`src/rtl/display_scan_mux_if.sv`:
```
// Display scan multiplexer bus: scan controls and digit data in,
// time-multiplexed digit code, index, anodes and frame pulse out.
interface display_scan_mux_if #(
    parameter int NUM_DIGITS = 4,
    parameter int DATA_W     = 5
);
    localparam int SEL_W = $clog2(NUM_DIGITS);

    logic                         ENABLE;
    logic [NUM_DIGITS*DATA_W-1:0] DIGITS_IN;
    logic [NUM_DIGITS-1:0]        BLANK_MASK;
    logic                         LZ_EN;
    logic [DATA_W-1:0]            DIGIT_OUT;
    logic [SEL_W-1:0]             DIGIT_SEL;
    logic [NUM_DIGITS-1:0]        ANODE;
    logic                         FRAME_START;

    modport master (
        output ENABLE, DIGITS_IN, BLANK_MASK, LZ_EN,
        input  DIGIT_OUT, DIGIT_SEL, ANODE, FRAME_START
    );

    modport slave (
        input  ENABLE, DIGITS_IN, BLANK_MASK, LZ_EN,
        output DIGIT_OUT, DIGIT_SEL, ANODE, FRAME_START
    );
endinterface

```
`src/rtl/display_scan_mux.sv`:
```
// Multiplexed display scanner: prescaled digit rotation, per-frame
// input snapshot, anode guard interval and leading-zero suppression.
module display_scan_mux #(
    parameter int NUM_DIGITS   = 4,
    parameter int DATA_W       = 5,
    parameter int PRESCALE     = 50000,
    parameter int BLANK_CYCLES = 16
) (
    input logic               CLK,
    input logic               RESET,
    display_scan_mux_if.slave bus
);
    localparam int SEL_W = $clog2(NUM_DIGITS);
    localparam int CNT_W = $clog2(PRESCALE);
    localparam int DIG_W = NUM_DIGITS * DATA_W;

    localparam logic [CNT_W-1:0] CNT_LAST = CNT_W'(PRESCALE - 1);
    localparam logic [SEL_W-1:0] IDX_LAST = SEL_W'(NUM_DIGITS - 1);

    logic [CNT_W-1:0]      cnt, cnt_n;
    logic [SEL_W-1:0]      idx, idx_n;
    logic [DIG_W-1:0]      sh_dig, sh_dig_n;
    logic [NUM_DIGITS-1:0] sh_mask, sh_mask_n;
    logic                  pend, pend_n;
    logic                  wrap;
    logic                  guard;
    logic                  zero_run;
    logic [NUM_DIGITS-1:0] dark;
    logic [DATA_W-1:0]     code_n;
    logic [NUM_DIGITS-1:0] anode_n;

    logic [DATA_W-1:0]     dout;
    logic [SEL_W-1:0]      dsel;
    logic [NUM_DIGITS-1:0] anode;
    logic                  fstart;

    // Prescaler, digit index and snapshot next-state
    always_comb begin
        cnt_n     = cnt;
        idx_n     = idx;
        sh_dig_n  = sh_dig;
        sh_mask_n = sh_mask;
        pend_n    = pend;
        wrap      = 1'b0;
        if (bus.ENABLE) begin
            if (cnt == CNT_LAST) begin
                cnt_n = '0;
                if (idx == IDX_LAST) begin
                    idx_n = '0;
                    wrap  = 1'b1;
                end else begin
                    idx_n = idx + 1'b1;
                end
            end else begin
                cnt_n = cnt + 1'b1;
            end
            if (pend || wrap) begin
                sh_dig_n  = bus.DIGITS_IN;
                sh_mask_n = bus.BLANK_MASK;
                pend_n    = 1'b0;
            end
        end
    end

    // Guard interval keeps anodes off at the start of every slot
    generate
        if (BLANK_CYCLES == 0) begin : g_noguard
            assign guard = 1'b0;
        end else begin : g_guard
            localparam logic [CNT_W-1:0] BLANK_V = CNT_W'(BLANK_CYCLES);
            assign guard = (cnt_n < BLANK_V);
        end
    endgenerate

    // Dark digits: masked, or within a run of leading zeros above digit 0
    always_comb begin
        zero_run = 1'b1;
        dark     = '0;
        for (int k = NUM_DIGITS - 1; k >= 0; k--) begin
            zero_run = zero_run && (sh_dig_n[k*DATA_W +: DATA_W] == '0);
            dark[k]  = sh_mask_n[k] || (bus.LZ_EN && (k > 0) && zero_run);
        end
    end

    // Code and anode pattern for the digit selected after this edge
    always_comb begin
        code_n  = '0;
        anode_n = '1;
        for (int k = 0; k < NUM_DIGITS; k++) begin
            if (idx_n == SEL_W'(k)) begin
                code_n = sh_dig_n[k*DATA_W +: DATA_W];
                if (!guard && !dark[k]) begin
                    anode_n[k] = 1'b0;
                end
            end
        end
    end

    // Scan state and registered outputs share one edge
    always_ff @(posedge CLK or posedge RESET) begin
        if (RESET) begin
            cnt     <= '0;
            idx     <= '0;
            sh_dig  <= '0;
            sh_mask <= '0;
            pend    <= 1'b1;
            dout    <= '0;
            dsel    <= '0;
            anode   <= '1;
            fstart  <= 1'b0;
        end else begin
            cnt     <= cnt_n;
            idx     <= idx_n;
            sh_dig  <= sh_dig_n;
            sh_mask <= sh_mask_n;
            pend    <= pend_n;
            if (bus.ENABLE) begin
                dout   <= code_n;
                dsel   <= idx_n;
                anode  <= anode_n;
                fstart <= wrap;
            end else begin
                anode  <= '1;
                fstart <= 1'b0;
            end
        end
    end

    assign bus.DIGIT_OUT   = dout;
    assign bus.DIGIT_SEL   = dsel;
    assign bus.ANODE       = anode;
    assign bus.FRAME_START = fstart;
endmodule

```
`src/flat_wrapper.sv`:
```
// flat-port wrapper written by rule: the top's interface ports become plain ports
module display_scan_mux_flat 
#(
    parameter int NUM_DIGITS   = 4,
    parameter int DATA_W       = 5,
    parameter int PRESCALE     = 50000,
    parameter int BLANK_CYCLES = 16
)
  (CLK, RESET, bus_ENABLE, bus_DIGITS_IN, bus_BLANK_MASK, bus_LZ_EN, bus_DIGIT_OUT, bus_DIGIT_SEL, bus_ANODE, bus_FRAME_START);
  display_scan_mux_if #(.NUM_DIGITS(NUM_DIGITS), .DATA_W(DATA_W)) bus_i ();
  input logic CLK;
  input logic RESET;
  input wire logic [$bits(bus_i.ENABLE)-1:0] bus_ENABLE;
  input wire logic [$bits(bus_i.DIGITS_IN)-1:0] bus_DIGITS_IN;
  input wire logic [$bits(bus_i.BLANK_MASK)-1:0] bus_BLANK_MASK;
  input wire logic [$bits(bus_i.LZ_EN)-1:0] bus_LZ_EN;
  output wire logic [$bits(bus_i.DIGIT_OUT)-1:0] bus_DIGIT_OUT;
  output wire logic [$bits(bus_i.DIGIT_SEL)-1:0] bus_DIGIT_SEL;
  output wire logic [$bits(bus_i.ANODE)-1:0] bus_ANODE;
  output wire logic [$bits(bus_i.FRAME_START)-1:0] bus_FRAME_START;
  assign bus_i.ENABLE = bus_ENABLE;
  assign bus_i.DIGITS_IN = bus_DIGITS_IN;
  assign bus_i.BLANK_MASK = bus_BLANK_MASK;
  assign bus_i.LZ_EN = bus_LZ_EN;
  assign bus_DIGIT_OUT = bus_i.DIGIT_OUT;
  assign bus_DIGIT_SEL = bus_i.DIGIT_SEL;
  assign bus_ANODE = bus_i.ANODE;
  assign bus_FRAME_START = bus_i.FRAME_START;
  display_scan_mux #(.NUM_DIGITS(NUM_DIGITS), .DATA_W(DATA_W), .PRESCALE(PRESCALE), .BLANK_CYCLES(BLANK_CYCLES)) u_core (.CLK(CLK), .RESET(RESET), .bus(bus_i));
endmodule
```
`config.mk`:
```
export PLATFORM = sky130hd
export DESIGN_NAME = display_scan_mux_flat
export DESIGN_NICKNAME = d
export VERILOG_FILES = /design/src/rtl/display_scan_mux_if.sv /design/src/rtl/display_scan_mux.sv /design/src/flat_wrapper.sv
export SDC_FILE = /design/constraint.sdc
export NUM_CORES = 1
export LEC_CHECK = 0
export ABC_AREA = 1
export BUFFER_PORTS_ARGS = -buffer_cell sky130_fd_sc_hd__buf_2
export CAP_MARGIN = 20
export CORE_MARGIN = 3
export CORE_UTILIZATION = 57
export CTS_BUF_LIST = sky130_fd_sc_hd__clkbuf_8
export DETAILED_ROUTE_END_ITERATION = 8
export GPL_TIMING_DRIVEN = 0
export PLACE_DENSITY = 0.77
export SETUP_SLACK_MARGIN = 0.15
export SYNTH_ARGS = -nofsm -noshare
export SYNTH_HDL_FRONTEND = slang
export SYNTH_SLANG_ARGS = --single-unit
```
`constraint.sdc`:
```
create_clock -name CLK -period 2.1 [get_ports CLK]
set_clock_uncertainty 0.05 [all_clocks]
set_input_delay 0.315 -clock CLK [delete_from_list [all_inputs] [get_ports CLK]]
set_output_delay 0.315 -clock CLK [all_outputs]
set_load 0.01 [all_outputs]
```
==> impl_metrics.yaml <==
run_status:
  status: "complete, but fails checks"
  violations: "setup timing"
die:
  io_pins: 40
  num_rows: 25
  die_h_um: 78.9
  coreArea_um2: 4940
  dieWidth_um: 78.9
  die_area_um2: 6230
  start_util: 0.613
timing:
  hold_viol: 0
  min_period_over_period: 1.02
  fin_ws_ps: -51.8
  max_freq_mhz: 465
  finalMaxSlewViolations: 0
  rsz0062_at_grt: "true"
  relSlewSlack: 0.624
  max_slew.worst_pin.slew_ps: 562
  min_period_ps: 2150
  setup_violations: 4
cells_and_area:
  seq_area_um2: 1390
  drive_above_1_share: 0.350
  final_util: 0.800
  multi_input_area_um2: 1570
  fin_nets: 500
  area_growth_pct: 30.6
  nFillCells: 313
  diodes: 0
synthesis:
  syn_area_per_cell_um2: 7.63
  synthMostInstantiatedCell: "nand2_1"
  synth_flop_cell: "dfrtp_1"
  synth_edf_count: 0
  yosys_warnings: 0
  async_flop_share: 1.00
  yosys.area.top_type_share: 0.413
  synth_area_leader_cell: "dfrtp_1"
  yosys.area_share.simple: 0.374
  synthTopCellsByCount: "nand2_1, inv_1, dfrtp_1"
  syn_inst: 397
  ys_top_cells_by_area: "dfrtp_1, nand2_1, nand3_1, inv_1, dfstp_2"
  synthMuxAreaShare: 0
  ys_seq_elements: 55
  synthDistinctLibCells: 35
  synth_fa_ha_area_frac: 0.00826
  syn_area_um2: 3030
  synth_xor_area_frac: 0.00867
  synth_compound_gate_area_share: 0.0541
  seq_area_frac_synth: 0.456
  synth_top_family_by_area: "simple AND/OR/NAND/NOR gates"
  syn_nets: 427
power:
  p_leak_nw: 2.02
  p_total_mw: 3.19
  p_per_area_nw_per_um2: 807
  vdd_drop_max_uv: 585
placement:
  place_hpwl_um: 5030
  routabilityCongestion: 0.946
  preCtsSetupSlack_ps: -5.59
  portBuffers: 38
route:
  first_pass_iters: 6
  drtAntennaViolNets: 0
  drc_errors: 0
  drtIter0Drc: 280
  vias: 2911
  wirelength_um: 8420
  wl_per_cell_um: 15.7
  viasPerCell: 5.41
min_path:
  hold_path.startpoint: "bus_DIGITS_IN[4]"
  hold_class: "input pin to register"
  holdPathEnd: "u_core.sh_dig[4]$_DFF_PP0_"
  min_path_cells: 3
cts:
  clock_sinks: 55
  cts_buffer_depth: 2
  clk_pin_slew_worst_paths_ps: 100
  cts_tree: "yes"
  insertion_delay_ps: 320
  ctsHtreeMaxLevel: 2
  cts_inserted_buffers: 5
  cts-root-buf: "clkbuf_8"
setup_path:
  r2r-end: "u_core.bus.DIGIT_OUT[2]$_DFFE_PP0P_"
  required_ps: 2270
  worst-r2r-cell-count: 15
  cp_max_fo: 8
  r2r-start: "u_core.cnt[1]$_DFFE_PP0P_"
  worstSetupPathType: "register to register"
  crit_path_start_kind: "register"
  arrival_ps: 2320
  end_kind: "register"
  r2r_slack_ps: -50
global_routing:
  grt_max_degree: 36
  first_global_vias: 2639
  grt_overflow: 0
  global_route.usage.total: 0.249
  grt_pass1_wl_um: 12100
  antenna_found_initial: 0
job:
  drv_cap: 0
-- per-stage QoR --
step | hold slack [ps] | instance area, µm² | cells | setup TNS (ps)
2_1_floorplan | 374 | 3030 | 397 | 0
3_3_place_gp | 380 | 3300 | 502 | -12700
3_5_place_dp | 304 | 3320 | 503 | -5.59
4_1_cts | 170 | 3680 | 530 | 0
5_1_grt | 171 | 3960 | 538 | -782
6_report | 172 | 3960 | 538 | -69.8
-- metal layers --
metal,GRT usage,vias to the layer above,share of wire
met5,0,-,0
met3,0.0499,23,0.066
li1,-,1382,-
met2,0.402,136,0.50
met1,0.346,1370,0.41
met4,0.0653,0,0.025
-- power breakdown --
part | leakage, nW | internal (mW) | switching (mW) | total, mW
clock network | 0.0599 | 0.356 | 0.372 | 0.729
registers | 0.631 | 1.30 | 0.148 | 1.45
logic | 1.33 | 0.415 | 0.600 | 1.02
total | 2.02 | 2.07 | 1.12 | 3.19
-- cell usage in the layout, fill, tap and decap left out, drive strengths merged --
master	instances
nand2	136
buf	71
inv	60
dfrtp	50
nand3	42
nor2	42
o21ai	14
nand4	12
a21oi	9
clkbuf	9
dfstp	5
nand3b	4
nor3	4
o21bai	2
xor2	2
and2	2
ha	2
clkinv	1
o211ai	1
xnor2	1
bufinv	1
dlygate4sd3	1
-- repair_timing --
action,4_1_cts,5_1_grt
resized for setup,30,53
endpoints found under the hold margin,20,0
setup endpoints to repair,9,11
setup buffers,16,7
cloned,2,1
hold buffers,1,0
pin swaps,17,35
-- worst max path at each step --
stage | from | end | slack [ps] | cells after the start
2_1_floorplan | u_core.cnt[0]$_DFFE_PP0P_ | u_core.bus.DIGIT_OUT[1]$_DFFE_PP0P_ | 290 | 12
3_3_place_gp | RESET | u_core.sh_dig[17]$_DFF_PP0_ | -260 | 2
3_5_place_dp | u_core.cnt[0]$_DFFE_PP0P_ | u_core.bus.DIGIT_OUT[3]$_DFFE_PP0P_ | -6 | 13
4_1_cts | u_core.cnt[1]$_DFFE_PP0P_ | u_core.bus.DIGIT_OUT[2]$_DFFE_PP0P_ | 100 | 14
5_1_grt | u_core.cnt[0]$_DFFE_PP0P_ | u_core.bus.DIGIT_OUT[2]$_DFFE_PP0P_ | -140 | 15
6_report | u_core.cnt[1]$_DFFE_PP0P_ | u_core.bus.DIGIT_OUT[2]$_DFFE_PP0P_ | -50 | 15
-- cell families after synthesis --
logic type	count (synthesis)
AO/OA/AOI/OAI	26
buffers and inverters	69
XOR/XNOR	3
adder cells (fa/ha/maj)	2
AND/OR/NAND/NOR	242
flip-flops	55
-- layout make-up --
class | count | share of cell area
inverters | 59 | 0.0588
repair buffers | 66 | 0.120
multi-input cells | 273 | 0.397
clock inverters | 3 | 0.0108
clock buffers | 5 | 0.0174
plain buffers | 10 | 0.0250
flip-flops and latches | 55 | 0.351
well taps | 67 | 0.0212
-- worst max-delay path, cell delays in order, from the launching register on --
cell	delay, ps
dfrtp_1	380
ha_2	200
inv_2	50
nor2_2	100
nand2_2	110
nor2_8	140
buf_12	120
nand2_8	80
nand2_4	80
o21ai_4	60
buf_6	140
buf_4	150
nand2_1	80
nand4_1	150
nand2_1	110
nand2_1	60
-- sequential cells by signal, indices dropped and copies added (netlist names) --
name,cells
u_core.bus.DIGIT_OUT,5
u_core.idx,2
u_core.cnt,16
u_core.sh_mask,4
u_core.sh_dig,20
u_core.bus.FRAME_START,1
u_core.pend,1
u_core.bus.DIGIT_SEL,2
u_core.bus.ANODE,4
No activity file was read; power rests on OpenSTA's default activity.
